## config.mk

```make
export PLATFORM = sky130hd
export DESIGN_NAME = lifo_stack_v2
export DESIGN_NICKNAME = d
export VERILOG_FILES = /design/src/rtl/stack_pkg.sv /design/src/rtl/stack_mem.sv /design/src/rtl/lifo_stack_v2.sv
export SDC_FILE = /design/constraint.sdc
export NUM_CORES = 1
export LEC_CHECK = 0
export CELL_PAD_IN_SITES_DETAIL_PLACEMENT = 1
export CELL_PAD_IN_SITES_GLOBAL_PLACEMENT = 1
export CORE_MARGIN = 10
export CORE_UTILIZATION = 30
export DETAILED_ROUTE_END_ITERATION = 10
export PLACE_DENSITY = 0.62
export SLEW_MARGIN = 20
export SYNTH_ARGS = -nofsm -noshare
export SYNTH_HDL_FRONTEND = slang
export SYNTH_HIERARCHICAL = 1
export SYNTH_SLANG_ARGS = --single-unit
```

## constraint.sdc

```tcl
create_clock -name CLK -period 3.95 [get_ports CLK]
set_input_delay 0.79 -clock CLK [delete_from_list [all_inputs] [get_ports CLK]]
set_output_delay 0.79 -clock CLK [all_outputs]
set_load 0.005 [all_outputs]
```

## src/rtl/stack_pkg.sv

```systemverilog
// Shared types and helpers for the parametrised LIFO stack.
package stack_pkg;

    typedef enum logic [1:0] {
        OP_NOP,
        OP_PUSH,
        OP_POP,
        OP_REPL
    } stack_op_e;

    // Bits needed to hold any value in 0..value-1; never less than 1.
    function automatic int clog2(input int value);
        int bits;
        bits = 0;
        while ((1 << bits) < value) begin
            bits = bits + 1;
        end
        if (bits < 1) begin
            bits = 1;
        end
        return bits;
    endfunction

endpackage

```

## src/rtl/stack_mem.sv

```systemverilog
// Storage array for the LIFO stack: one synchronous write port, one asynchronous read port.
module stack_mem
    import stack_pkg::*;
#(
    parameter int DATA_WIDTH = 2,
    parameter int DEPTH      = 16,
    parameter int ADDR_W     = clog2(DEPTH)
) (
    input  logic                  clk,
    input  logic                  wr_en,
    input  logic [ADDR_W-1:0]     wr_addr,
    input  logic [DATA_WIDTH-1:0] wr_data,
    input  logic [ADDR_W-1:0]     rd_addr,
    output logic [DATA_WIDTH-1:0] rd_data
);

    logic [DATA_WIDTH-1:0] mem [DEPTH];

    always_ff @(posedge clk) begin
        if (wr_en) begin
            mem[wr_addr] <= wr_data;
        end
    end

    assign rd_data = mem[rd_addr];

endmodule

```

## src/rtl/lifo_stack_v2.sv

```systemverilog
// Parametrised LIFO with registered top-of-stack, replace operation, occupancy thresholds
// and sticky overflow/underflow flags.
module lifo_stack_v2
    import stack_pkg::*;
#(
    parameter int DATA_WIDTH = 2,
    parameter int DEPTH      = 16,
    parameter int AF_MARGIN  = 2,
    parameter int AE_MARGIN  = 2,
    localparam int CNT_W     = clog2(DEPTH + 1)
) (
    input  logic                  CLK,
    input  logic                  RST,
    input  logic                  CLEAR,
    input  logic                  PUSH,
    input  logic                  POP,
    input  logic [DATA_WIDTH-1:0] DATA_IN,
    output logic [DATA_WIDTH-1:0] TOP,
    output logic [DATA_WIDTH-1:0] POP_DATA,
    output logic                  POP_VALID,
    output logic [CNT_W-1:0]      COUNT,
    output logic                  FULL,
    output logic                  EMPTY,
    output logic                  ALMOST_FULL,
    output logic                  ALMOST_EMPTY,
    output logic                  OVERFLOW,
    output logic                  UNDERFLOW
);

    localparam int ADDR_W = clog2(DEPTH);
    localparam logic [CNT_W-1:0] DEPTH_C  = CNT_W'(DEPTH);
    localparam logic [CNT_W-1:0] AF_LEVEL = CNT_W'(DEPTH - AF_MARGIN);
    localparam logic [CNT_W-1:0] AE_LEVEL = CNT_W'(AE_MARGIN);
    localparam logic [CNT_W-1:0] ONE      = CNT_W'(1);
    localparam logic [CNT_W-1:0] TWO      = CNT_W'(2);

    stack_op_e             op;
    logic [CNT_W-1:0]      count;
    logic [DATA_WIDTH-1:0] top;
    logic [DATA_WIDTH-1:0] pop_data;
    logic                  pop_valid;
    logic                  overflow;
    logic                  underflow;
    logic                  full;
    logic                  empty;
    logic                  wr_en;
    logic [CNT_W-1:0]      wr_ptr;
    logic [CNT_W-1:0]      rd_ptr;
    logic [DATA_WIDTH-1:0] rd_data;

    assign full  = (count == DEPTH_C);
    assign empty = (count == '0);

    always_comb begin
        op = OP_NOP;
        case ({PUSH, POP})
            2'b10:   op = OP_PUSH;
            2'b01:   op = OP_POP;
            2'b11:   op = OP_REPL;
            default: op = OP_NOP;
        endcase
    end

    // A replace overwrites the current top slot; on an empty stack it degenerates to a push at 0.
    always_comb begin
        wr_en  = 1'b0;
        wr_ptr = count;
        if (!RST && !CLEAR) begin
            if (op == OP_PUSH && !full) begin
                wr_en = 1'b1;
            end else if (op == OP_REPL) begin
                wr_en = 1'b1;
                if (!empty) begin
                    wr_ptr = count - ONE;
                end
            end
        end
        rd_ptr = (count >= TWO) ? (count - TWO) : '0;
    end

    stack_mem #(
        .DATA_WIDTH (DATA_WIDTH),
        .DEPTH      (DEPTH),
        .ADDR_W     (ADDR_W)
    ) u_mem (
        .clk     (CLK),
        .wr_en   (wr_en),
        .wr_addr (wr_ptr[ADDR_W-1:0]),
        .wr_data (DATA_IN),
        .rd_addr (rd_ptr[ADDR_W-1:0]),
        .rd_data (rd_data)
    );

    always_ff @(posedge CLK) begin
        if (RST) begin
            count     <= '0;
            top       <= '0;
            pop_data  <= '0;
            pop_valid <= 1'b0;
            overflow  <= 1'b0;
            underflow <= 1'b0;
        end else if (CLEAR) begin
            count     <= '0;
            pop_valid <= 1'b0;
            overflow  <= 1'b0;
            underflow <= 1'b0;
        end else begin
            pop_valid <= 1'b0;
            case (op)
                OP_PUSH: begin
                    if (!full) begin
                        count <= count + ONE;
                        top   <= DATA_IN;
                    end else begin
                        overflow <= 1'b1;
                    end
                end
                OP_POP: begin
                    if (!empty) begin
                        pop_data  <= top;
                        pop_valid <= 1'b1;
                        count     <= count - ONE;
                        if (count >= TWO) begin
                            top <= rd_data;
                        end
                    end else begin
                        underflow <= 1'b1;
                    end
                end
                OP_REPL: begin
                    top <= DATA_IN;
                    if (!empty) begin
                        pop_data  <= top;
                        pop_valid <= 1'b1;
                    end else begin
                        count     <= ONE;
                        underflow <= 1'b1;
                    end
                end
                default: begin
                end
            endcase
        end
    end

    assign TOP          = top;
    assign POP_DATA     = pop_data;
    assign POP_VALID    = pop_valid;
    assign COUNT        = count;
    assign FULL         = full;
    assign EMPTY        = empty;
    assign ALMOST_FULL  = (count >= AF_LEVEL);
    assign ALMOST_EMPTY = (count <= AE_LEVEL);
    assign OVERFLOW     = overflow;
    assign UNDERFLOW    = underflow;

endmodule
```

==> results.md <==
- Run status: completed
- WL per Instance: 17.13 µm
- Largest net degree at the start of global routing: 18
- Die Wd: 107.3 µm
- Dpl hpwl: around 4100 µm
- # hold bufs at CTS: 0
- Layout cell share with drive strength beyond 1: 10.00%
- Number of synthesized flops with an enable pin: 32
- Initial core utilization: 31.18%
- Vias after detailed routing: 1623
- Clock-pin slew on the worst setup and hold paths: about 0.090 ns
- VDD IR-drop max: roughly 130 µV
- Vias in the first global route: 1694
- Post-synthesis cell type count: 45
- Final hold violation count: 0
- Largest family of logic cells by synthesized area: simple AND/OR/NAND/NOR gates
- Via density: between 5 and 6
- Post-Synth Simple-Gate Area: approximately a fifth
- Hold Crit Class: reg -> reg
- Post-synthesis sequential area ratio: 52.55%
- WL final: 5466 µm
- CTS Buf Count: 5
- Fin cells: ~320
- DRC Markers: 0
- Max-slew violations: 0
- Worst endpoint data arrival time: 2.57 ns
- Clk buf depth: 2
- Fmax: ~300 MHz
- Clock latency on the worst-skew pair: around 0.29 ns
- # clock sinks: 44
- CP Cell Sequence: inv_1 > ha_1 > or4b_4 > inv_1 > clkdlybuf4s50_1
- Synthesized cell area: 0.002286 mm²
- Mux contribution to synthesized area: 12.21%
- Ys async rst share: 0%
- Setup TNS: 0 ns
- DP Area: 0.002614 mm²
- Diodes inserted: 0
- Die Span Y: 107.3 µm
- DR pass1 iterations: 4
- CP most frequent cell: inv_1
- Crit Path Category: reg -> out
- Synth Register Bits: 44
- Final setup vio count: 0
- Synth-to-layout area growth: 19.21%
- Initial antenna violation count: 0
- LEAKAGE: 0.9799 nW
- RSZ-0062 raised after global routing: no
- Relative slew slack: 52.55%
- Total Nets Final: ~230
- Clock root buffer: clkbuf_8
- Die area: 0.01151 mm²
- Synth Area in XOR/XNOR: 1.149%
- First-pass GRT wire length: 8921 µm
- Final instance area: 0.002725 mm²
- Fin Clk Skew: 0.007800 ns
- Worst Tran Pin Value: 0.7091 ns
- Slowest cell delay on critical path: 0.57 ns
- Critical path required time: 3.16 ns
- H-Tree Depth: 2
- Cell Pwr Density: about 340 mW/mm²
- Min cycle time layout: 3.362 ns
- Max cap viols: 0
- Routed Antenna Nets: 0
- CP Launch Type: flip-flop
- Row Count: 31
- Placed cells: 311
- Core area: 0.007331 mm²
- Final period util: 85.11%
- Post-cts resize count: 0
- Slowest-stage cell, CP: or4b_4
- I/O Pins: 23
- TritonCTS clock tree: built
- Worst Path Max Fanout: 9
- Detailed Route Iter0 Violations: 82
- Syn nets: 208
- Adder-cell share of the synthesized area: 3.831%
- Post-CTS setup buffers: 0
- GRT Util Overall: 9.754%
- Most used DFF post-synth: edfxtp_1
- Synth Warn #: 6
- CP delay by family, top: buffers and inverters
- Port Buffers: 22
- Final GP Congestion: 0.7514
- CP Capture Type: primary output
- Synth Area per Inst: 11.78 µm²
- Buf/Inv on CP: 3
- Mapped Cells: around 190
- Synth Area in Compound Gates: 8.046%
- Gr ovfl total: 0
[cell usage after synthesis (3+ instances only)]
| cell type | number | area share (%) |
|---|---|---|
| nor2b_1 | 7 | 1.9 |
| inv_1 | 5 | 0.82 |
| nand2_1 | 8 | 1.3 |
| ha_1 | 7 | 3.8 |
| mux2i_1 | 5 | 2.2 |
| nor2_1 | 30 | 4.9 |
| nand3_1 | 9 | 2.0 |
| and3_1 | 4 | 1.1 |
| nand2b_1 | 3 | 0.82 |
| o21ai_0 | 4 | 0.88 |
| mux4_1 | 4 | 4.6 |
| edfxtp_1 | 32 | 42 |
| nor3_1 | 4 | 0.88 |
| mux4_2 | 4 | 3.9 |
| dfxtp_1 | 12 | 11 |
| a21oi_1 | 10 | 2.2 |
| nand3b_1 | 3 | 0.99 |
| clkbuf_1 | 5 | 0.82 |
| xnor2_1 | 3 | 1.1 |
| buf_6 | 3 | 1.5 |
[logic make-up (layout without fill, tap and decap cells)]
kind of cell	Yosys count	count (layout)
AND/OR/NAND/NOR	81	81
flip-flops	44	44
AO/OA/AOI/OAI	28	28
multiplexers	16	16
buffers and inverters	15	41
adder cells (fa/ha/maj)	7	7
XOR/XNOR	3	3
[sequential cells by signal, indices dropped and copies added, names as in the netlist]
name       flops
POP_VALID      1
UNDERFLOW      1
TOP            2
COUNT          5
POP_DATA       2
OVERFLOW       1
u_mem/mem     32
[placed cells by master, fill, tap and decap left out, types with 2 or more instances in the layout]
cell             synthesis  routed
nand3b_1                 3       3
mux4_1                   4       4
o21a_1                   2       2
clkbuf_8                 0       5
clkdlybuf4s50_1          0      22
nor4_1                   2       2
and3_1                   4       4
a22oi_1                  2       2
a21o_1                   2       2
mux2i_1                  5       5
o211a_1                  2       2
nor2b_1                  7       7
mux2_2                   2       2
xnor2_1                  3       3
o21ai_0                  4       4
and4_1                   2       2
nand2_1                  8       8
a21oi_1                 10      10
mux4_2                   4       4
nand2b_1                 3       3
dfxtp_1                 12      12
nand3_1                  9       9
buf_4                    0       6
edfxtp_1                32      32
inv_1                    5       5
nor2_1                  30      30
nor3_1                   4       4
ha_1                     7       7
[power breakdown]
part,internal (mW),switching (mW)
Combinational,0.0344,0.0427
Sequential,0.497,0.00329
Clock,0.188,0.163
[worst paths after layout]
path         startpoint         endpoint  slack (ns)  depth (start not counted)
max            COUNT[0]            EMPTY        0.59                          5
min            OVERFLOW         OVERFLOW        0.49                          2
max reg2reg    COUNT[0]  u_mem/mem[0][0]        0.77                          8
min reg2reg    OVERFLOW         OVERFLOW        0.49                          2
[worst register-to-register path: stages, from the launching register on]
cell and delay (ns):
dfxtp_1 0.41, inv_1 0.20, ha_1 0.34, or4b_4 0.58
inv_1 0.21, nor2_1 0.08, mux2_2 0.29, or3b_2 0.50
nor3_1 0.26
[stage by stage]
step           power [mW]  util (%)  setup slack [ns]  hold slack [ns]
6_report           0.9280     37.17            0.5880           0.4859
5_1_grt            0.9657     37.17            0.5022           0.5191
4_1_cts            0.9391     37.17            0.5924           0.4874
3_5_place_dp       0.5888     35.65            0.7065           0.4644
3_3_place_gp       0.5887     35.65            0.7256           0.4606
2_1_floorplan      0.5544         -             1.133           0.4604
[area by class of cell]
class,count,area (µm²)
Clock buffer,5,68.82
Clock inverter,3,42.54
Fill cell,784,4606
Inverter,5,18.77
Multi-Input combinational cell,135,1005
Sequential cell,44,1201
Tap cell,99,123.9
Timing Repair Buffer,28,265.3
[routing by layer]
metal  GRT usage, %  up-vias  share of wire (%)
li1               -      770                  -
met1          12.34      832                 47
met2          15.62       19                 48
met3          2.575        2                3.6
met4          3.482        0               0.99
met5              0        -                  0
Note: power is estimated with default switching activity, not from simulation.
